==> config.mk <==
export PLATFORM = sky130hd
export DESIGN_NAME = sc_statemachine_levelctrl_flat
export DESIGN_NICKNAME = d
export VERILOG_FILES = /design/src/rtl/sc_statemachine_levelctrl_if.sv /design/src/rtl/sc_statemachine_levelctrl.sv /design/src/flat_wrapper.sv
export SDC_FILE = /design/constraint.sdc
export NUM_CORES = 1
export LEC_CHECK = 0
export CAP_MARGIN = 30
export CORE_MARGIN = 2
export CORE_UTILIZATION = 50
export CTS_BUF_LIST = sky130_fd_sc_hd__clkbuf_4
export DETAILED_ROUTE_END_ITERATION = 6
export HOLD_SLACK_MARGIN = 0.03
export PLACE_DENSITY = 0.7
export SYNTH_ARGS = -nofsm -noshare
export SYNTH_HDL_FRONTEND = slang
export SYNTH_SLANG_ARGS = --single-unit
==> constraint.sdc <==
create_clock -name SC_STATEMACHINE_LEVELCTRL_CLOCK_50 -period 2.12 [get_ports SC_STATEMACHINE_LEVELCTRL_CLOCK_50]
set_input_delay 0.53 -clock SC_STATEMACHINE_LEVELCTRL_CLOCK_50 [delete_from_list [all_inputs] [get_ports SC_STATEMACHINE_LEVELCTRL_CLOCK_50]]
set_output_delay 0.53 -clock SC_STATEMACHINE_LEVELCTRL_CLOCK_50 [all_outputs]
set_load 0.1 [all_outputs]
==> src/rtl/sc_statemachine_levelctrl_if.sv <==
// Game-control interface for the level controller: the four active-low
// player/datapath inputs and the control outputs back to the datapath.
interface sc_statemachine_levelctrl_if #(
  parameter int LEVEL_WIDTH = 3,
  parameter int LIVES_WIDTH = 2
);
  logic                   SC_STATEMACHINE_LEVELCTRL_startButton_InLow;
  logic                   SC_STATEMACHINE_LEVELCTRL_levelDone_InLow;
  logic                   SC_STATEMACHINE_LEVELCTRL_lifeLost_InLow;
  logic                   SC_STATEMACHINE_LEVELCTRL_pause_InLow;
  logic                   SC_STATEMACHINE_LEVELCTRL_clear_OutLow;
  logic                   SC_STATEMACHINE_LEVELCTRL_load_OutLow;
  logic                   SC_STATEMACHINE_LEVELCTRL_changeLevel_OutLow;
  logic [LEVEL_WIDTH-1:0] SC_STATEMACHINE_LEVELCTRL_transition_OutBUS;
  logic [LEVEL_WIDTH-1:0] SC_STATEMACHINE_LEVELCTRL_level_OutBUS;
  logic [LIVES_WIDTH-1:0] SC_STATEMACHINE_LEVELCTRL_lives_OutBUS;
  logic                   SC_STATEMACHINE_LEVELCTRL_gameOver_OutLow;
  logic                   SC_STATEMACHINE_LEVELCTRL_win_OutLow;

  // Player / datapath side: drives the requests, observes the controls.
  modport master (
    output SC_STATEMACHINE_LEVELCTRL_startButton_InLow,
    output SC_STATEMACHINE_LEVELCTRL_levelDone_InLow,
    output SC_STATEMACHINE_LEVELCTRL_lifeLost_InLow,
    output SC_STATEMACHINE_LEVELCTRL_pause_InLow,
    input  SC_STATEMACHINE_LEVELCTRL_clear_OutLow,
    input  SC_STATEMACHINE_LEVELCTRL_load_OutLow,
    input  SC_STATEMACHINE_LEVELCTRL_changeLevel_OutLow,
    input  SC_STATEMACHINE_LEVELCTRL_transition_OutBUS,
    input  SC_STATEMACHINE_LEVELCTRL_level_OutBUS,
    input  SC_STATEMACHINE_LEVELCTRL_lives_OutBUS,
    input  SC_STATEMACHINE_LEVELCTRL_gameOver_OutLow,
    input  SC_STATEMACHINE_LEVELCTRL_win_OutLow
  );

  // Controller side.
  modport slave (
    input  SC_STATEMACHINE_LEVELCTRL_startButton_InLow,
    input  SC_STATEMACHINE_LEVELCTRL_levelDone_InLow,
    input  SC_STATEMACHINE_LEVELCTRL_lifeLost_InLow,
    input  SC_STATEMACHINE_LEVELCTRL_pause_InLow,
    output SC_STATEMACHINE_LEVELCTRL_clear_OutLow,
    output SC_STATEMACHINE_LEVELCTRL_load_OutLow,
    output SC_STATEMACHINE_LEVELCTRL_changeLevel_OutLow,
    output SC_STATEMACHINE_LEVELCTRL_transition_OutBUS,
    output SC_STATEMACHINE_LEVELCTRL_level_OutBUS,
    output SC_STATEMACHINE_LEVELCTRL_lives_OutBUS,
    output SC_STATEMACHINE_LEVELCTRL_gameOver_OutLow,
    output SC_STATEMACHINE_LEVELCTRL_win_OutLow
  );
endinterface

==> src/rtl/sc_statemachine_levelctrl.sv <==
// Level/lives controller for a simple game: start-on-release, per-level
// transition dwell, level-done / life-lost / pause handling, win and game over.
module sc_statemachine_levelctrl #(
  parameter int NUM_LEVELS   = 4,
  parameter int LEVEL_WIDTH  = 3,
  parameter int LIVES        = 3,
  parameter int LIVES_WIDTH  = 2,
  parameter int TRANS_CYCLES = 1
) (
  input logic                        SC_STATEMACHINE_LEVELCTRL_CLOCK_50,
  input logic                        SC_STATEMACHINE_LEVELCTRL_RESET_InHigh,
  sc_statemachine_levelctrl_if.slave bus
);

  typedef enum logic [3:0] {
    S_RESET    = 4'd0,
    S_START    = 4'd1,
    S_IDLE     = 4'd2,
    S_RELEASE  = 4'd3,
    S_INIT     = 4'd4,
    S_TRANS    = 4'd5,
    S_PLAY     = 4'd6,
    S_PAUSE    = 4'd7,
    S_GAMEOVER = 4'd8,
    S_WIN      = 4'd9
  } state_t;

  localparam logic [15:0]            DWELL_LAST = 16'(TRANS_CYCLES - 1);
  localparam logic [LEVEL_WIDTH-1:0] LEVEL_MAX  = LEVEL_WIDTH'(NUM_LEVELS);
  localparam logic [LIVES_WIDTH-1:0] LIVES_INIT = LIVES_WIDTH'(LIVES);

  logic clk;
  logic rst;
  logic start_n, done_n, life_n, pause_n;

  assign clk     = SC_STATEMACHINE_LEVELCTRL_CLOCK_50;
  assign rst     = SC_STATEMACHINE_LEVELCTRL_RESET_InHigh;
  assign start_n = bus.SC_STATEMACHINE_LEVELCTRL_startButton_InLow;
  assign done_n  = bus.SC_STATEMACHINE_LEVELCTRL_levelDone_InLow;
  assign life_n  = bus.SC_STATEMACHINE_LEVELCTRL_lifeLost_InLow;
  assign pause_n = bus.SC_STATEMACHINE_LEVELCTRL_pause_InLow;

  state_t                 state_q, state_d;
  logic [LEVEL_WIDTH-1:0] level_q, level_d;
  logic [LIVES_WIDTH-1:0] lives_q, lives_d;
  logic [15:0]            dwell_q, dwell_d;

  logic                   clear_n, load_n, change_n, over_n, win_n;
  logic [LEVEL_WIDTH-1:0] transition;

  // State, level, lives and dwell registers; reset forces RESET immediately.
  always_ff @(posedge clk or posedge rst) begin
    if (rst) begin
      state_q <= S_RESET;
      level_q <= '0;
      lives_q <= LIVES_INIT;
      dwell_q <= '0;
    end else begin
      // NOTE: non-blocking assignments so every register samples the
      // pre-edge values computed by the combinational block.
      state_q <= state_d;
      level_q <= level_d;
      lives_q <= lives_d;
      dwell_q <= dwell_d;
    end
  end

  // Next-state, counter updates and outputs, all decoded from the current state.
  always_comb begin
    // NOTE: every variable gets a default here so no path leaves one
    // unassigned, which would otherwise infer a latch.
    state_d    = state_q;
    level_d    = level_q;
    lives_d    = lives_q;
    dwell_d    = dwell_q;
    clear_n    = 1'b1;
    load_n     = 1'b1;
    change_n   = 1'b1;
    over_n     = 1'b1;
    win_n      = 1'b1;
    transition = '0;

    case (state_q)
      S_RESET: state_d = S_START;

      S_START: begin
        load_n  = 1'b0;
        lives_d = LIVES_INIT;
        level_d = '0;
        state_d = S_IDLE;
      end

      S_IDLE:    if (!start_n) state_d = S_RELEASE;

      // The game begins when the button is let go, not when it is pressed.
      S_RELEASE: if (start_n) state_d = S_INIT;

      S_INIT: begin
        clear_n = 1'b0;
        level_d = LEVEL_WIDTH'(1);
        dwell_d = '0;
        state_d = S_TRANS;
      end

      S_TRANS: begin
        change_n   = 1'b0;
        transition = level_q;
        if (dwell_q == DWELL_LAST) begin
          dwell_d = '0;
          state_d = S_PLAY;
        end else begin
          dwell_d = dwell_q + 16'd1;
        end
      end

      // Same-clock requests resolve as levelDone > lifeLost > pause.
      S_PLAY: begin
        if (!done_n) begin
          if (level_q < LEVEL_MAX) begin
            level_d = level_q + LEVEL_WIDTH'(1);
            dwell_d = '0;
            state_d = S_TRANS;
          end else begin
            state_d = S_WIN;
          end
        end else if (!life_n) begin
          if (lives_q > LIVES_WIDTH'(1)) begin
            lives_d = lives_q - LIVES_WIDTH'(1);
            dwell_d = '0;
            state_d = S_TRANS;
          end else begin
            lives_d = '0;
            state_d = S_GAMEOVER;
          end
        end else if (!pause_n) begin
          state_d = S_PAUSE;
        end
      end

      S_PAUSE: if (pause_n) state_d = S_PLAY;

      S_GAMEOVER: begin
        over_n     = 1'b0;
        transition = '1;
        if (!start_n) state_d = S_START;
      end

      S_WIN: begin
        win_n      = 1'b0;
        transition = '1;
        if (!start_n) state_d = S_START;
      end

      default: state_d = S_IDLE;
    endcase
  end

  assign bus.SC_STATEMACHINE_LEVELCTRL_clear_OutLow       = clear_n;
  assign bus.SC_STATEMACHINE_LEVELCTRL_load_OutLow        = load_n;
  assign bus.SC_STATEMACHINE_LEVELCTRL_changeLevel_OutLow = change_n;
  assign bus.SC_STATEMACHINE_LEVELCTRL_transition_OutBUS  = transition;
  assign bus.SC_STATEMACHINE_LEVELCTRL_level_OutBUS       = level_q;
  assign bus.SC_STATEMACHINE_LEVELCTRL_lives_OutBUS       = lives_q;
  assign bus.SC_STATEMACHINE_LEVELCTRL_gameOver_OutLow    = over_n;
  assign bus.SC_STATEMACHINE_LEVELCTRL_win_OutLow         = win_n;

endmodule

==> src/flat_wrapper.sv <==
// flat-port wrapper written by rule: the top's interface ports become plain ports
module sc_statemachine_levelctrl_flat 
#(
  parameter int NUM_LEVELS   = 4,
  parameter int LEVEL_WIDTH  = 3,
  parameter int LIVES        = 3,
  parameter int LIVES_WIDTH  = 2,
  parameter int TRANS_CYCLES = 1
)
  (SC_STATEMACHINE_LEVELCTRL_CLOCK_50, SC_STATEMACHINE_LEVELCTRL_RESET_InHigh, bus_SC_STATEMACHINE_LEVELCTRL_startButton_InLow, bus_SC_STATEMACHINE_LEVELCTRL_levelDone_InLow, bus_SC_STATEMACHINE_LEVELCTRL_lifeLost_InLow, bus_SC_STATEMACHINE_LEVELCTRL_pause_InLow, bus_SC_STATEMACHINE_LEVELCTRL_clear_OutLow, bus_SC_STATEMACHINE_LEVELCTRL_load_OutLow, bus_SC_STATEMACHINE_LEVELCTRL_changeLevel_OutLow, bus_SC_STATEMACHINE_LEVELCTRL_transition_OutBUS, bus_SC_STATEMACHINE_LEVELCTRL_level_OutBUS, bus_SC_STATEMACHINE_LEVELCTRL_lives_OutBUS, bus_SC_STATEMACHINE_LEVELCTRL_gameOver_OutLow, bus_SC_STATEMACHINE_LEVELCTRL_win_OutLow);
  sc_statemachine_levelctrl_if #(.LEVEL_WIDTH(LEVEL_WIDTH), .LIVES_WIDTH(LIVES_WIDTH)) bus_i ();
  input logic SC_STATEMACHINE_LEVELCTRL_CLOCK_50;
  input logic SC_STATEMACHINE_LEVELCTRL_RESET_InHigh;
  input wire logic [$bits(bus_i.SC_STATEMACHINE_LEVELCTRL_startButton_InLow)-1:0] bus_SC_STATEMACHINE_LEVELCTRL_startButton_InLow;
  input wire logic [$bits(bus_i.SC_STATEMACHINE_LEVELCTRL_levelDone_InLow)-1:0] bus_SC_STATEMACHINE_LEVELCTRL_levelDone_InLow;
  input wire logic [$bits(bus_i.SC_STATEMACHINE_LEVELCTRL_lifeLost_InLow)-1:0] bus_SC_STATEMACHINE_LEVELCTRL_lifeLost_InLow;
  input wire logic [$bits(bus_i.SC_STATEMACHINE_LEVELCTRL_pause_InLow)-1:0] bus_SC_STATEMACHINE_LEVELCTRL_pause_InLow;
  output wire logic [$bits(bus_i.SC_STATEMACHINE_LEVELCTRL_clear_OutLow)-1:0] bus_SC_STATEMACHINE_LEVELCTRL_clear_OutLow;
  output wire logic [$bits(bus_i.SC_STATEMACHINE_LEVELCTRL_load_OutLow)-1:0] bus_SC_STATEMACHINE_LEVELCTRL_load_OutLow;
  output wire logic [$bits(bus_i.SC_STATEMACHINE_LEVELCTRL_changeLevel_OutLow)-1:0] bus_SC_STATEMACHINE_LEVELCTRL_changeLevel_OutLow;
  output wire logic [$bits(bus_i.SC_STATEMACHINE_LEVELCTRL_transition_OutBUS)-1:0] bus_SC_STATEMACHINE_LEVELCTRL_transition_OutBUS;
  output wire logic [$bits(bus_i.SC_STATEMACHINE_LEVELCTRL_level_OutBUS)-1:0] bus_SC_STATEMACHINE_LEVELCTRL_level_OutBUS;
  output wire logic [$bits(bus_i.SC_STATEMACHINE_LEVELCTRL_lives_OutBUS)-1:0] bus_SC_STATEMACHINE_LEVELCTRL_lives_OutBUS;
  output wire logic [$bits(bus_i.SC_STATEMACHINE_LEVELCTRL_gameOver_OutLow)-1:0] bus_SC_STATEMACHINE_LEVELCTRL_gameOver_OutLow;
  output wire logic [$bits(bus_i.SC_STATEMACHINE_LEVELCTRL_win_OutLow)-1:0] bus_SC_STATEMACHINE_LEVELCTRL_win_OutLow;
  assign bus_i.SC_STATEMACHINE_LEVELCTRL_startButton_InLow = bus_SC_STATEMACHINE_LEVELCTRL_startButton_InLow;
  assign bus_i.SC_STATEMACHINE_LEVELCTRL_levelDone_InLow = bus_SC_STATEMACHINE_LEVELCTRL_levelDone_InLow;
  assign bus_i.SC_STATEMACHINE_LEVELCTRL_lifeLost_InLow = bus_SC_STATEMACHINE_LEVELCTRL_lifeLost_InLow;
  assign bus_i.SC_STATEMACHINE_LEVELCTRL_pause_InLow = bus_SC_STATEMACHINE_LEVELCTRL_pause_InLow;
  assign bus_SC_STATEMACHINE_LEVELCTRL_clear_OutLow = bus_i.SC_STATEMACHINE_LEVELCTRL_clear_OutLow;
  assign bus_SC_STATEMACHINE_LEVELCTRL_load_OutLow = bus_i.SC_STATEMACHINE_LEVELCTRL_load_OutLow;
  assign bus_SC_STATEMACHINE_LEVELCTRL_changeLevel_OutLow = bus_i.SC_STATEMACHINE_LEVELCTRL_changeLevel_OutLow;
  assign bus_SC_STATEMACHINE_LEVELCTRL_transition_OutBUS = bus_i.SC_STATEMACHINE_LEVELCTRL_transition_OutBUS;
  assign bus_SC_STATEMACHINE_LEVELCTRL_level_OutBUS = bus_i.SC_STATEMACHINE_LEVELCTRL_level_OutBUS;
  assign bus_SC_STATEMACHINE_LEVELCTRL_lives_OutBUS = bus_i.SC_STATEMACHINE_LEVELCTRL_lives_OutBUS;
  assign bus_SC_STATEMACHINE_LEVELCTRL_gameOver_OutLow = bus_i.SC_STATEMACHINE_LEVELCTRL_gameOver_OutLow;
  assign bus_SC_STATEMACHINE_LEVELCTRL_win_OutLow = bus_i.SC_STATEMACHINE_LEVELCTRL_win_OutLow;
  sc_statemachine_levelctrl #(.NUM_LEVELS(NUM_LEVELS), .LEVEL_WIDTH(LEVEL_WIDTH), .LIVES(LIVES), .LIVES_WIDTH(LIVES_WIDTH), .TRANS_CYCLES(TRANS_CYCLES)) u_core (.SC_STATEMACHINE_LEVELCTRL_CLOCK_50(SC_STATEMACHINE_LEVELCTRL_CLOCK_50), .SC_STATEMACHINE_LEVELCTRL_RESET_InHigh(SC_STATEMACHINE_LEVELCTRL_RESET_InHigh), .bus(bus_i));
endmodule
### After elaboration in Yosys (flattened, before gate mapping)

Index checks and enable logic that the tools add are counted.

* bits in latches: 0
* input port bits: 6
* memories kept: 0
* memory bits (writable): 0
* ROM bits: 0
* register bits after elaboration: 25

* muxes and demuxes: 30
* magnitude comparators: 2
* shifts and indexed selects: 0
* add/sub/neg operators: 3
* reductions and logical operators: 10
* equal/unequal tests: 22
* multipliers: 0
* div/mod/pow operators: 0
* bitwise gates (word level): 0

Operators with widths (number)
* $mux 16: 5
* $pmux 16 s3: 1
* $mux 4: 10
* $pmux 4 s8: 1
* $add 16x1->16 const B: 1
* $eq 4x3->1 const B: 4
* $logic_not 16->1: 1
* $ne 2x2->1 const B: 7
* $pmux 3 s3: 1
* $eq 4x2->1 const B: 2
* $eq 4x4->1 const B: 2
* $mux 2: 3
* $mux 3: 2
* $ne 3x2->1 const B: 2
* $pmux 3 s2: 1
* $reduce_and 3->1: 2
* $reduce_and 6->1: 1
* $reduce_bool 3->1: 2
* $mux 1: 5
* $eq 4x1->1 const B: 1
* $logic_not 4->1: 1
* $ne 2x1->1 const B: 2
* $ne 4x4->1 const B: 1
* $pmux 2 s2: 1
* 8 further kinds: 8

### Longest topological paths before layout

* word-level depth: 5
* gate-level depth with buffers: 9
* depth with buffers taken out: 7

### Worst setup path after synthesis

OpenSTA, ideal clock, no wires.

* kind: register -> output
* start point: reg u_core.level_q[2] (netlist: u_core.bus.SC_STATEMACHINE_LEVELCTRL_level_OutBUS[2])
* end point: out bus_SC_STATEMACHINE_LEVELCTRL_transition_OutBUS[2]
* path buffers: 0
* cell stages (with the launch flop): 3
* arrival time: 2.635 ns
* slack: -1.045 ns
* cells stage by stage: dfrtp_1 -> nand3_1 -> a21oi_1

* word-level cells in the longest chain between the ends: 1

RTL lines
* start: declaration: RTL line sc_statemachine_levelctrl.sv:44 `logic [LEVEL_WIDTH-1:0] level_q, level_d;`
* start signal: assignment: RTL line sc_statemachine_levelctrl.sv:62 `level_q <= level_d;`
* $pmux 3 s2: RTL line sc_statemachine_levelctrl.sv:83 `case (state_q)`
* end: declaration: RTL line flat_wrapper.sv:21 `output wire logic [$bits(bus_i.SC_STATEMACHINE_LEVELCTRL_transition_OutBUS)-1:0] bus_SC_STATEMACHINE_LEVELCTRL ...`

No other way between the ends.

### Worst setup path after layout

* start point: reg u_core.state_q[2]
* end point: out bus_SC_STATEMACHINE_LEVELCTRL_transition_OutBUS[2]

* word-level cells in the longest chain between the ends: 3
* elaborated cells on any way between the ends: 5
* classes of those cells: eq/ne: 3; mux: 1; reduce/logical: 1

RTL lines
* start: declaration: RTL line sc_statemachine_levelctrl.sv:43 `state_t state_q, state_d;`
* start signal: assignment: RTL line sc_statemachine_levelctrl.sv:61 `state_q <= state_d;`
* $eq 4x4->1: RTL line sc_statemachine_levelctrl.sv:83
* $reduce_or 2->1 (no line)
* $pmux 3 s2 *: RTL line sc_statemachine_levelctrl.sv:83

Every way passes the cells marked *; elsewhere a longest branch is shown, timed or not.

==> impl_results.md <==
* Register area share after synthesis at 38.15%
* Cell area power density at 1215 nW/µm²
* Post-synth ARST share at 100.0%
* Crit share post-route at 98.47%
* Status: completed
* Fin cells at 267
* Reg clk slew, reported paths at 0.16 ns
* Critical path class: reg2out
* Fmax at 479.0 MHz
* Distinct cell type count after synthesis at 48
* Share of post-route cells with drive strength above 1 at 30.94%
* Hold WC Path Type: in2async
* Crit path max fanout at 6
* CTS Sinks at 25
* Number of synthesized flops with an enable pin at 0
* H-tree levels at 1
* Vias/cell at 5.888
* Final antenna-violating net count at 0
* DR DRC count at 0
* Post-layout utilization of the core at 70.69%
* Grt met1 use at 36.02%
* Most instantiated library cell after synthesis: dfrtp_1
* DR iter-0 viols at 112
* First-pass GRT wire length at 7093 µm
* Dpl hpwl at 3028 µm
* Mean Syn Cell Area at 8.900 µm²
* Worst Clk Skew at 0.001386 ns
* IO buf count at 18
* Die area at 3768 µm²
* Met2 Usage GRT at 40.88%
* Later-pin clock latency in the skew report at 0.35 ns
* I/O Pins at 19
* Crit path capture type: primary output
* Sw Share at 48.98%
* Clock Power Share at 9.6%
* Top cells by count, synth: 23 x dfrtp_1, 19 x o21ai_0, 16 x nand2_1
* Syn Nets at 194
* Yosys warnings at 0
* #FFs+latches synth at 25
* Initial Utilization at 53.06%
* Max Root-Sink Buffers at 2
* Ys flop type: dfrtp_1
* Crit path DAT at 1.56 ns
* Total internal power at 1.359 mW
* Comb pwr share at 64.4%
* Max incr delay on CP at 0.42 ns
* Required time of the critical path at 1.59 ns
* Worst path slowest cell: dfrtp_1
* CTS Buf Count at 3
* Tmin final at 2.088 ns
* R2R Setup Slk at 0.18 ns
* R2R Path Start: u_core.dwell_q[1]
* Placed insts at 258
* R2r worst-path depth at 8
* Max Slew Vio Count at 0
* DR pass1 iterations at 4
* Gr busiest metal: met2
* Setup violators final at 0
* TritonCTS clock tree: done
* Vias in the first global route at 1,496
* Rel. slew slack at 63.07%
* Nature of the critical path startpoint: register
* Share of power burned in registers at 26.0%
* Post-Syn Instances at 185
* Total design power at 2.664 mW
* FF-to-FF End: u_core.dwell_q[7]
* Initial antenna violation count at 0
* Leakage at 0.9389 nW
* CTS Root Cell: clkbuf_4
* Core area at 3103 µm²
* RSZ-0062 raised after global routing: yes
* Max cap viols at 0
* Peak VDD IR at 0.0007602 V
* Via count at 1,572
* Hold Violations, Final at 0
* Area leader, netlist: dfrtp_1
* Synth area leaders: dfrtp_1 35%, o21ai_0 5.8%, nand3_1 4.3%
* FP Rows at 20
* Synth-to-Final Area Change at 33.21%
* Net switching power at 1.305 mW
* Area share of the largest cell type after synthesis at 34.95%
* Synth Cell Area at 1647 µm²
* Met3 Track Usage GR at 3.151%
* Worst Tran Pin Value at 0.5489 ns
* Total GRT Usage at 25.14%
* Ant diodes at 0
* Wire per inst at 15.95 µm
* Die height at 61.39 µm
* Grt ovf at 0
* Cells along the critical path: buf_6, nand2b_4, buf_6, a21oi_4, buf_12
* GPL Wtd Cong at 0.8765
* CP dominant cell by count: buf_6
* Largest net degree at the start of global routing at 22
* Fin nets at 233
* Die W at 61.39 µm
* Detailed Route WL at 4259 µm
==> repair_timing <==
action,CTS,global route
hold buffers,0,0
pin swaps,0,1
endpoints found under the setup margin,5,14
buffers inserted,1,4
gates resized for setup,3,5
==> layer usage <==
metal | vias up | share of wire (%)
met4 | 0 | 0.66
met1 | 786 | 47
li1 | 750 | -
met5 | - | 0
met2 | 33 | 49
met3 | 3 | 3.2
==> critical path, delay by kind of cell, from the launching register on <==
kind / cells / cell delay (ns)
and+or+nand+nor: 1 / 0.15
DFF: 1 / 0.42
AOI/OAI and AO/OA: 1 / 0.17
buffers and inverters: 3 / 0.46
==> cells by family (layout without fill, tap and decap cells) <==
| kind of cell | after synthesis | in the layout | share of synthesized area [%] |
|---|---|---|---|
| simple gates | 78 | 78 | 28.19 |
| mux | 5 | 5 | 3.191 |
| xor+xnor | 2 | 2 | 1.064 |
| buf+inv | 22 | 60 | 7.522 |
| flops | 25 | 25 | 38.15 |
| compound gates | 50 | 50 | 19.61 |
| fa+ha+maj | 3 | 3 | 2.280 |
==> layout by cell type (no fill, tap or decap), drive strengths merged, types with 2 or more instances in the layout <==
cell type,instances
buf,38
ha,3
nor4,4
a21o,4
a21oi,10
mux2i,3
xor2,2
clkbuf,4
nand2b,4
dfrtp,23
nand4,4
a22o,2
a31oi,4
mux2,2
nand3,16
o21ai,20
dfstp,2
nor3,5
nor2,9
or2,2
nand2,16
clkdlybuf4s50,5
nor3b,3
or3,4
inv,13
and3,3
nand4b,2
nor2b,2
==> registers in the layout, summed over array words and instances (netlist names) <==
signal,count
u_core.state_q,4
u_core.dwell_q,16
u_core.bus.SC_STATEMACHINE_LEVELCTRL_lives_OutBUS,2
u_core.bus.SC_STATEMACHINE_LEVELCTRL_level_OutBUS,3
==> cell type report <==
class	instances	area, µm²
repair buffers	44	476.7
multi-input cells	138	952.2
clock buffers	3	22.52
clock inverters	1	8.758
flip-flops and latches	25	633.1
well taps	44	55.05
inverters	12	45.04
fillers	258	909.6
==> power groups by stage <==
stage	combinational (mW)	clock (mW)	sequential [mW]
2_1_floorplan	0.925	0	0.877
3_3_place_gp	1.56	0	0.695
3_5_place_dp	1.59	0	0.700
4_1_cts	1.62	0.257	0.694
5_1_grt	1.84	0.282	0.706
6_report	1.72	0.257	0.692
==> per-stage QoR <==
stage                     hold slack [ns]   TNS [ns]  cell area, µm²  worst slack, ns
after global routing               0.3340  -0.004779            2193        -0.002793
after CTS                          0.3489          0            2146          0.01001
final                              0.3443          0            2193          0.03244
after floorplan                    0.4534   -0.01851            1687         -0.01851
after detailed placement           0.4860    -0.2109            2093         -0.04972
after global placement             0.4947  -0.006886            2093        -0.005869
==> worst max-delay path by stage <==
stage                                             startpoint                                                 end  depth (start not counted)  slack [ns]
6_report                                   u_core.state_q[2]  bus_SC_STATEMACHINE_LEVELCTRL_transition_OutBUS[2]                          5        0.03
5_1_grt                                    u_core.state_q[2]  bus_SC_STATEMACHINE_LEVELCTRL_transition_OutBUS[2]                          5      -0.003
4_1_cts                                    u_core.state_q[2]  bus_SC_STATEMACHINE_LEVELCTRL_transition_OutBUS[2]                          5        0.01
3_5_place_dp   bus_SC_STATEMACHINE_LEVELCTRL_levelDone_InLow                                   u_core.dwell_q[9]                          6       -0.05
3_3_place_gp   bus_SC_STATEMACHINE_LEVELCTRL_levelDone_InLow                                   u_core.dwell_q[9]                          6      -0.006
2_1_floorplan                              u_core.state_q[2]       bus_SC_STATEMACHINE_LEVELCTRL_gameOver_OutLow                          4       -0.02
Note: power is estimated with default switching activity, not from simulation.
